`src/rtl/uart_tx_arbiter.sv`:
```
// Round-robin arbiter that shares one UART transmitter among NUM_REQ requesters.
// Latches the winner's byte and parity setup, strobes the TX, then tracks tx_busy.
module uart_tx_arbiter #(
    parameter int NUM_REQ       = 4,
    parameter int DATA_WIDTH    = 8,
    parameter int START_TIMEOUT = 4
) (
    input  logic                          clk,
    input  logic                          reset,
    input  logic [NUM_REQ-1:0]            req_valid,
    input  logic [NUM_REQ*DATA_WIDTH-1:0] req_data,
    input  logic [NUM_REQ-1:0]            req_par_en,
    input  logic [NUM_REQ-1:0]            req_par_typ,
    output logic [NUM_REQ-1:0]            req_ack,
    output logic [DATA_WIDTH-1:0]         tx_p_data,
    output logic                          tx_data_valid,
    output logic                          tx_par_en,
    output logic                          tx_par_typ,
    input  logic                          tx_busy,
    output logic [$clog2(NUM_REQ)-1:0]    grant_id,
    output logic                          arb_busy,
    output logic                          timeout_err
);
    localparam int ID_W = $clog2(NUM_REQ);

    localparam logic [1:0] S_IDLE       = 2'd0;
    localparam logic [1:0] S_ISSUE      = 2'd1;
    localparam logic [1:0] S_WAIT_START = 2'd2;
    localparam logic [1:0] S_WAIT_DONE  = 2'd3;

    logic [1:0]      state;
    logic [ID_W-1:0] ptr;
    logic [3:0]      cnt;
    logic [ID_W-1:0] win;
    logic [ID_W-1:0] idx;
    logic            found;
    logic            start_expired;

    // First valid requester scanning upward from the slot after the last winner.
    always_comb begin
        win   = ptr;
        idx   = ptr;
        found = 1'b0;
        for (int k = 1; k <= NUM_REQ; k++) begin
            idx = ID_W'((int'(ptr) + k) % NUM_REQ);
            if (!found && req_valid[idx]) begin
                win   = idx;
                found = 1'b1;
            end
        end
    end

    assign start_expired = (cnt == 4'(START_TIMEOUT - 1));

    always_ff @(posedge clk) begin
        if (!reset) begin
            state      <= S_IDLE;
            ptr        <= ID_W'(NUM_REQ - 1);
            cnt        <= 4'd0;
            tx_p_data  <= '0;
            tx_par_en  <= 1'b0;
            tx_par_typ <= 1'b0;
        end else begin
            case (state)
                S_IDLE: begin
                    if (found && !tx_busy) begin
                        state      <= S_ISSUE;
                        ptr        <= win;
                        tx_p_data  <= req_data[win*DATA_WIDTH +: DATA_WIDTH];
                        tx_par_en  <= req_par_en[win];
                        tx_par_typ <= req_par_typ[win];
                    end
                end
                S_ISSUE: begin
                    state <= S_WAIT_START;
                    cnt   <= 4'd0;
                end
                S_WAIT_START: begin
                    if (tx_busy)
                        state <= S_WAIT_DONE;
                    else if (start_expired)
                        state <= S_IDLE;
                    else
                        cnt <= cnt + 4'd1;
                end
                S_WAIT_DONE: begin
                    if (!tx_busy)
                        state <= S_IDLE;
                end
                default: state <= S_IDLE;
            endcase
        end
    end

    // Strobe, ack and error are decoded from state so a reset edge clears them at once.
    assign tx_data_valid = (state == S_ISSUE);
    assign req_ack       = (state == S_ISSUE) ? (NUM_REQ'(1) << ptr) : '0;
    assign grant_id      = ptr;
    assign arb_busy      = (state != S_IDLE);
    assign timeout_err   = (state == S_WAIT_START) && !tx_busy && start_expired;

endmodule

```
`config.mk`:
```
export PLATFORM = sky130hd
export DESIGN_NAME = uart_tx_arbiter
export DESIGN_NICKNAME = d
export VERILOG_FILES = /design/src/rtl/uart_tx_arbiter.sv
export SDC_FILE = /design/constraint.sdc
export NUM_CORES = 1
export LEC_CHECK = 0
export CAP_MARGIN = 40
export CORE_AREA = 2 2 66 68
export CTS_CLUSTER_DIAMETER = 30
export DETAILED_ROUTE_END_ITERATION = 8
export DIE_AREA = 0 0 68 70
export HOLD_SLACK_MARGIN = 0.03
export MAX_ROUTING_LAYER = met4
export PLACE_DENSITY = 0.83
export SYNTH_ARGS = -nofsm -noshare
export SYNTH_HDL_FRONTEND = slang
export SYNTH_SLANG_ARGS = --single-unit
```
`constraint.sdc`:
```
create_clock -name clk -period 7 [get_ports clk]
set_input_delay 1.4 -clock clk [delete_from_list [all_inputs] [get_ports clk]]
set_output_delay 1.4 -clock clk [all_outputs]
set_load 0.05 [all_outputs]
```
==> results.txt <==
* Nature of the critical path startpoint: input port
* Synth warnings: 0
- In this run the worst hold path is classified as reg2reg.
* Share of cells above drive strength 1: 3.81%
- Final period demand of the worst path: 4.36 ns
* # diodes: 0
* Height of the die: 70 um
* Synth async-reset ratio: 0%
- The critical path is of the in2out type.
- Number of detailed-routing iterations run before antenna repair: 4
* Gr ovfl total: 0
- The number of global-route vias before repair was 1852.
- CTS resizes: 0
- I/O pin total: 66
* Post-CTS Hold Fix Bufs: 0
* Leakage: 0.960 nW
* Synth unique cells: 49
- Clock Power Share: 12.1%
* CP bufs+invs: 2
- Final routed wire length divided by cell count: 14.9 um
- Count of vias placed by the detailed router: 2030
- At the worst endpoint, the arrival time is 2.96 ns.
- Beginning of the critical path: tx_busy
- CTS tree: built
- Most common cell on crit path: sky130_fd_sc_hd__clkdlybuf4s50_1
- STA classifies the critical path endpoint as an output port.
- Counting flops with a built-in enable in the synthesized netlist gives 0.
* Placeable core region: 4140 um^2
- Final non-filler cell total: 341
- The tool flagged a number of max-cap violations equal to 0.
* Required time worst endpoint: 5.60 ns
- Clock tree synthesis inserted a total of 3 buffers.
- Setup repair after global routing left no endpoint under its margin.
- Number of input and output port buffers inserted: 65
- Power per standard cell area: 281 nW/um^2
* Placed Cells incl. Taps: 337
* Predominant post-synthesis flop cell: sky130_fd_sc_hd__dfxtp_1
- Number of max-slew violations in the final report: 0
- Die X: 68 um
- Entering global routing, the biggest net connects 52 pins.
- Detailed-route vias per instance: 5.95
- In the final timing run, aggregate negative setup slack is 0 ns.
- Combinational logic is responsible for 64.8% of the overall power.
- After synthesis the netlist holds a flip-flop and latch count of 18.
- Die area: 4760 um^2
- Counting along the longest clock path gives a buffer depth of 2.
- Critical path's slowest cell: sky130_fd_sc_hd__clkdlybuf4s50_1
* Placed wire-length estimate: 3.65 mm
* Count of clock tree sinks: 18
- The run finished with clean final reports.
- Final design utilization: 61.4%
- Relative contribution of sequential cells to total power: 23.2%
- The average instance in the mapped netlist occupies 7.75 um^2.
* DRC violations left: 0
* Layout net count: 347
- The critical path goes through clkdlybuf4s50_1 -> nor3b_1 -> clkdlybuf4s50_1.
- Delay contributed by the slowest stage of the critical path: 0.83 ns
- The startpoint identified for the worst hold timing path is cnt[1]$_SDFFE_PN0P_.
* Net Sw Frac: 49.1%
- The first global-routing pass estimated 8.49 mm of wire.
- In this run the tightest slew margin relative to its limit is 39.0%.
- Buffers added to address setup during post-CTS repair amount to 0.
* Sequential share of the synthesized area: 19.1%
- Summed over all nets, the switching power comes to 0.352 mW.
- At the pin with the least slew margin, the transition time is 0.915 ns.
* Cell-internal power: 0.364 mW
* Drt first-iter violations: 164
- Overall routed net length: 5.09 mm
* Highest clock frequency the design can meet: 229 MHz
* Cell Area, Synth: 1880 um^2
- Broken down by cell family, the worst path's largest delay share belongs to buffers and inverters.
- Layout area overhead: 35.1%
- The initial antenna violation count was 0.
* Initial Util: 45.5%
* GRT Util Overall: 22.9%
- The startpoint identified for the worst register-to-register timing path is grant_id[0]$_SDFFE_PN1P_.
- Level count of the clock H-tree: 1
- Worst-skew pair later-pin latency: 0.26 ns
- Setup violations remaining at the end of the flow were counted as 0.
* Clock skew: 0.00126 ns
- Counting every instance in the synthesized netlist gives 243.
- IR drop worst, VDD: 131 uV
- Site row count: 24
- The final-report hold violation count was 0.
- Synthesis produced a netlist with a net count of 300.
- After clock tree synthesis, the clock-pin slew on the worst setup and hold paths is 0.07 ns.
* Routability-driven placement congestion ratio: 0.810
* Post-route fraction of the period consumed by the critical path: 62.3%
* Remaining antenna violation count: 0
- Root Buffer Master: sky130_fd_sc_hd__clkbuf_8
- Along the worst path, the maximum fanout reaches 8.
-- final cells by class --
| type | instances | area, um^2 |
|---|---|---|
| Clock buffer | 4 | 55.1 |
| Fill cell | 372 | 1600 |
| Inverter | 8 | 30.0 |
| Multi-Input combinational cell | 193 | 1370 |
| Sequential cell | 18 | 362 |
| Tap cell | 52 | 65.1 |
| Timing Repair Buffer | 66 | 666 |
-- synth_stat cells (all sizes together), types with 3 or more instances --
| cell type | n | share of area (%) |
|---|---|---|
| a211oi | 12 | 4.8 |
| a21oi | 17 | 4.7 |
| a221o | 9 | 4.8 |
| a311oi | 11 | 5.1 |
| and2 | 8 | 2.7 |
| buf | 13 | 4.5 |
| clkbuf | 11 | 2.2 |
| dfxtp | 18 | 19 |
| ha | 10 | 6.6 |
| inv | 8 | 1.6 |
| mux2i | 14 | 7.4 |
| nand2 | 29 | 5.8 |
| nand3 | 12 | 3.2 |
| nand4 | 3 | 1.0 |
| nor2 | 11 | 2.2 |
| nor3b | 11 | 4.4 |
| nor4 | 3 | 1.0 |
| o21ai | 3 | 0.80 |
| o31ai | 9 | 3.6 |
-- sequential cells by signal (all words and copies together), names as in the netlist --
| name | flops |
|---|---|
| tx_p_data | 8 |
| cnt | 4 |
| grant_id | 2 |
| state | 2 |
| tx_par_en | 1 |
| tx_par_typ | 1 |
-- per-stage QoR --
step,power (mW),setup WS (ns),cell area [um^2],hold slack (ns)
6_report,0.716,2.64,2540,0.482
3_3_place_gp,0.617,2.67,2470,0.471
5_1_grt,0.766,2.56,2540,0.516
3_5_place_dp,0.629,2.65,2490,0.475
4_1_cts,0.715,2.64,2540,0.485
2_1_floorplan,0.519,3.06,1880,0.449
-- placed cells by master, fill, tap and decap left out, types with 3 or more instances in the layout --
cell type and n:
sky130_fd_sc_hd__clkdlybuf4s50_1 65, sky130_fd_sc_hd__nand2_1 29, sky130_fd_sc_hd__dfxtp_1 17, sky130_fd_sc_hd__a21oi_1 16, sky130_fd_sc_hd__mux2i_1 14, sky130_fd_sc_hd__a211oi_1 12, sky130_fd_sc_hd__nand3_1 12, sky130_fd_sc_hd__nor2_1 11
sky130_fd_sc_hd__nor3b_1 11, sky130_fd_sc_hd__a311oi_1 11, sky130_fd_sc_hd__ha_1 10, sky130_fd_sc_hd__o31ai_1 9, sky130_fd_sc_hd__a221o_1 9, sky130_fd_sc_hd__inv_1 8, sky130_fd_sc_hd__and2_1 8, sky130_fd_sc_hd__clkbuf_8 4
sky130_fd_sc_hd__o21ai_0 3, sky130_fd_sc_hd__nand4_1 3, sky130_fd_sc_hd__nor4_1 3
-- logic make-up after synthesis --
group / after synthesis / synth area share (%)
AOI/OAI and AO/OA: 75 / 30.1
xor gates and xnor gates: 3 / 1.39
adders and majority gates: 10 / 6.64
buffers and inverters: 32 / 8.30
DFF: 18 / 19.1
muxes: 17 / 10.0
and+or+nand+nor: 88 / 24.4
-- tightest hold or removal path, delay by kind of cell, from the launching register on --
family          cells  cell delay, ns
simple gates        1            0.06
compound gates      1            0.05
flops               1            0.33
-- per-layer routing --
| metal | track usage (%) | vias to the layer above | share of wire (%) | routed length, um |
|---|---|---|---|---|
| met1 | 31.1 | 914 | 44 | 2260 |
| li1 | - | 1020 | - | - |
| met5 | - | - | 0 | 0 |
| met3 | 2.25 | 5 | 6.4 | 328 |
| met4 | 7.11 | 0 | 1.0 | 51 |
| met2 | 35.6 | 91 | 48 | 2450 |
-- power by group through the flow --
stage / Sequential (mW) / Clock [mW] / Combinational, mW
CTS: 0.165 / 0.0879 / 0.462
global placement: 0.166 / 0 / 0.451
detailed placement: 0.167 / 0 / 0.462
finish: 0.166 / 0.0863 / 0.464
floorplan: 0.203 / 0 / 0.316
global route: 0.171 / 0.0925 / 0.502
-- worst paths after layout --
check,depth (start not counted),end,slack [ns]
setup / recovery,3,timeout_err,2.64
hold / removal,2,cnt[1]$_SDFFE_PN0P_,0.48
setup reg to reg,8,tx_p_data[1]$_SDFFE_PN0P_,3.08
hold reg to reg,2,cnt[1]$_SDFFE_PN0P_,0.48
Note: power is estimated with default switching activity, not from simulation.
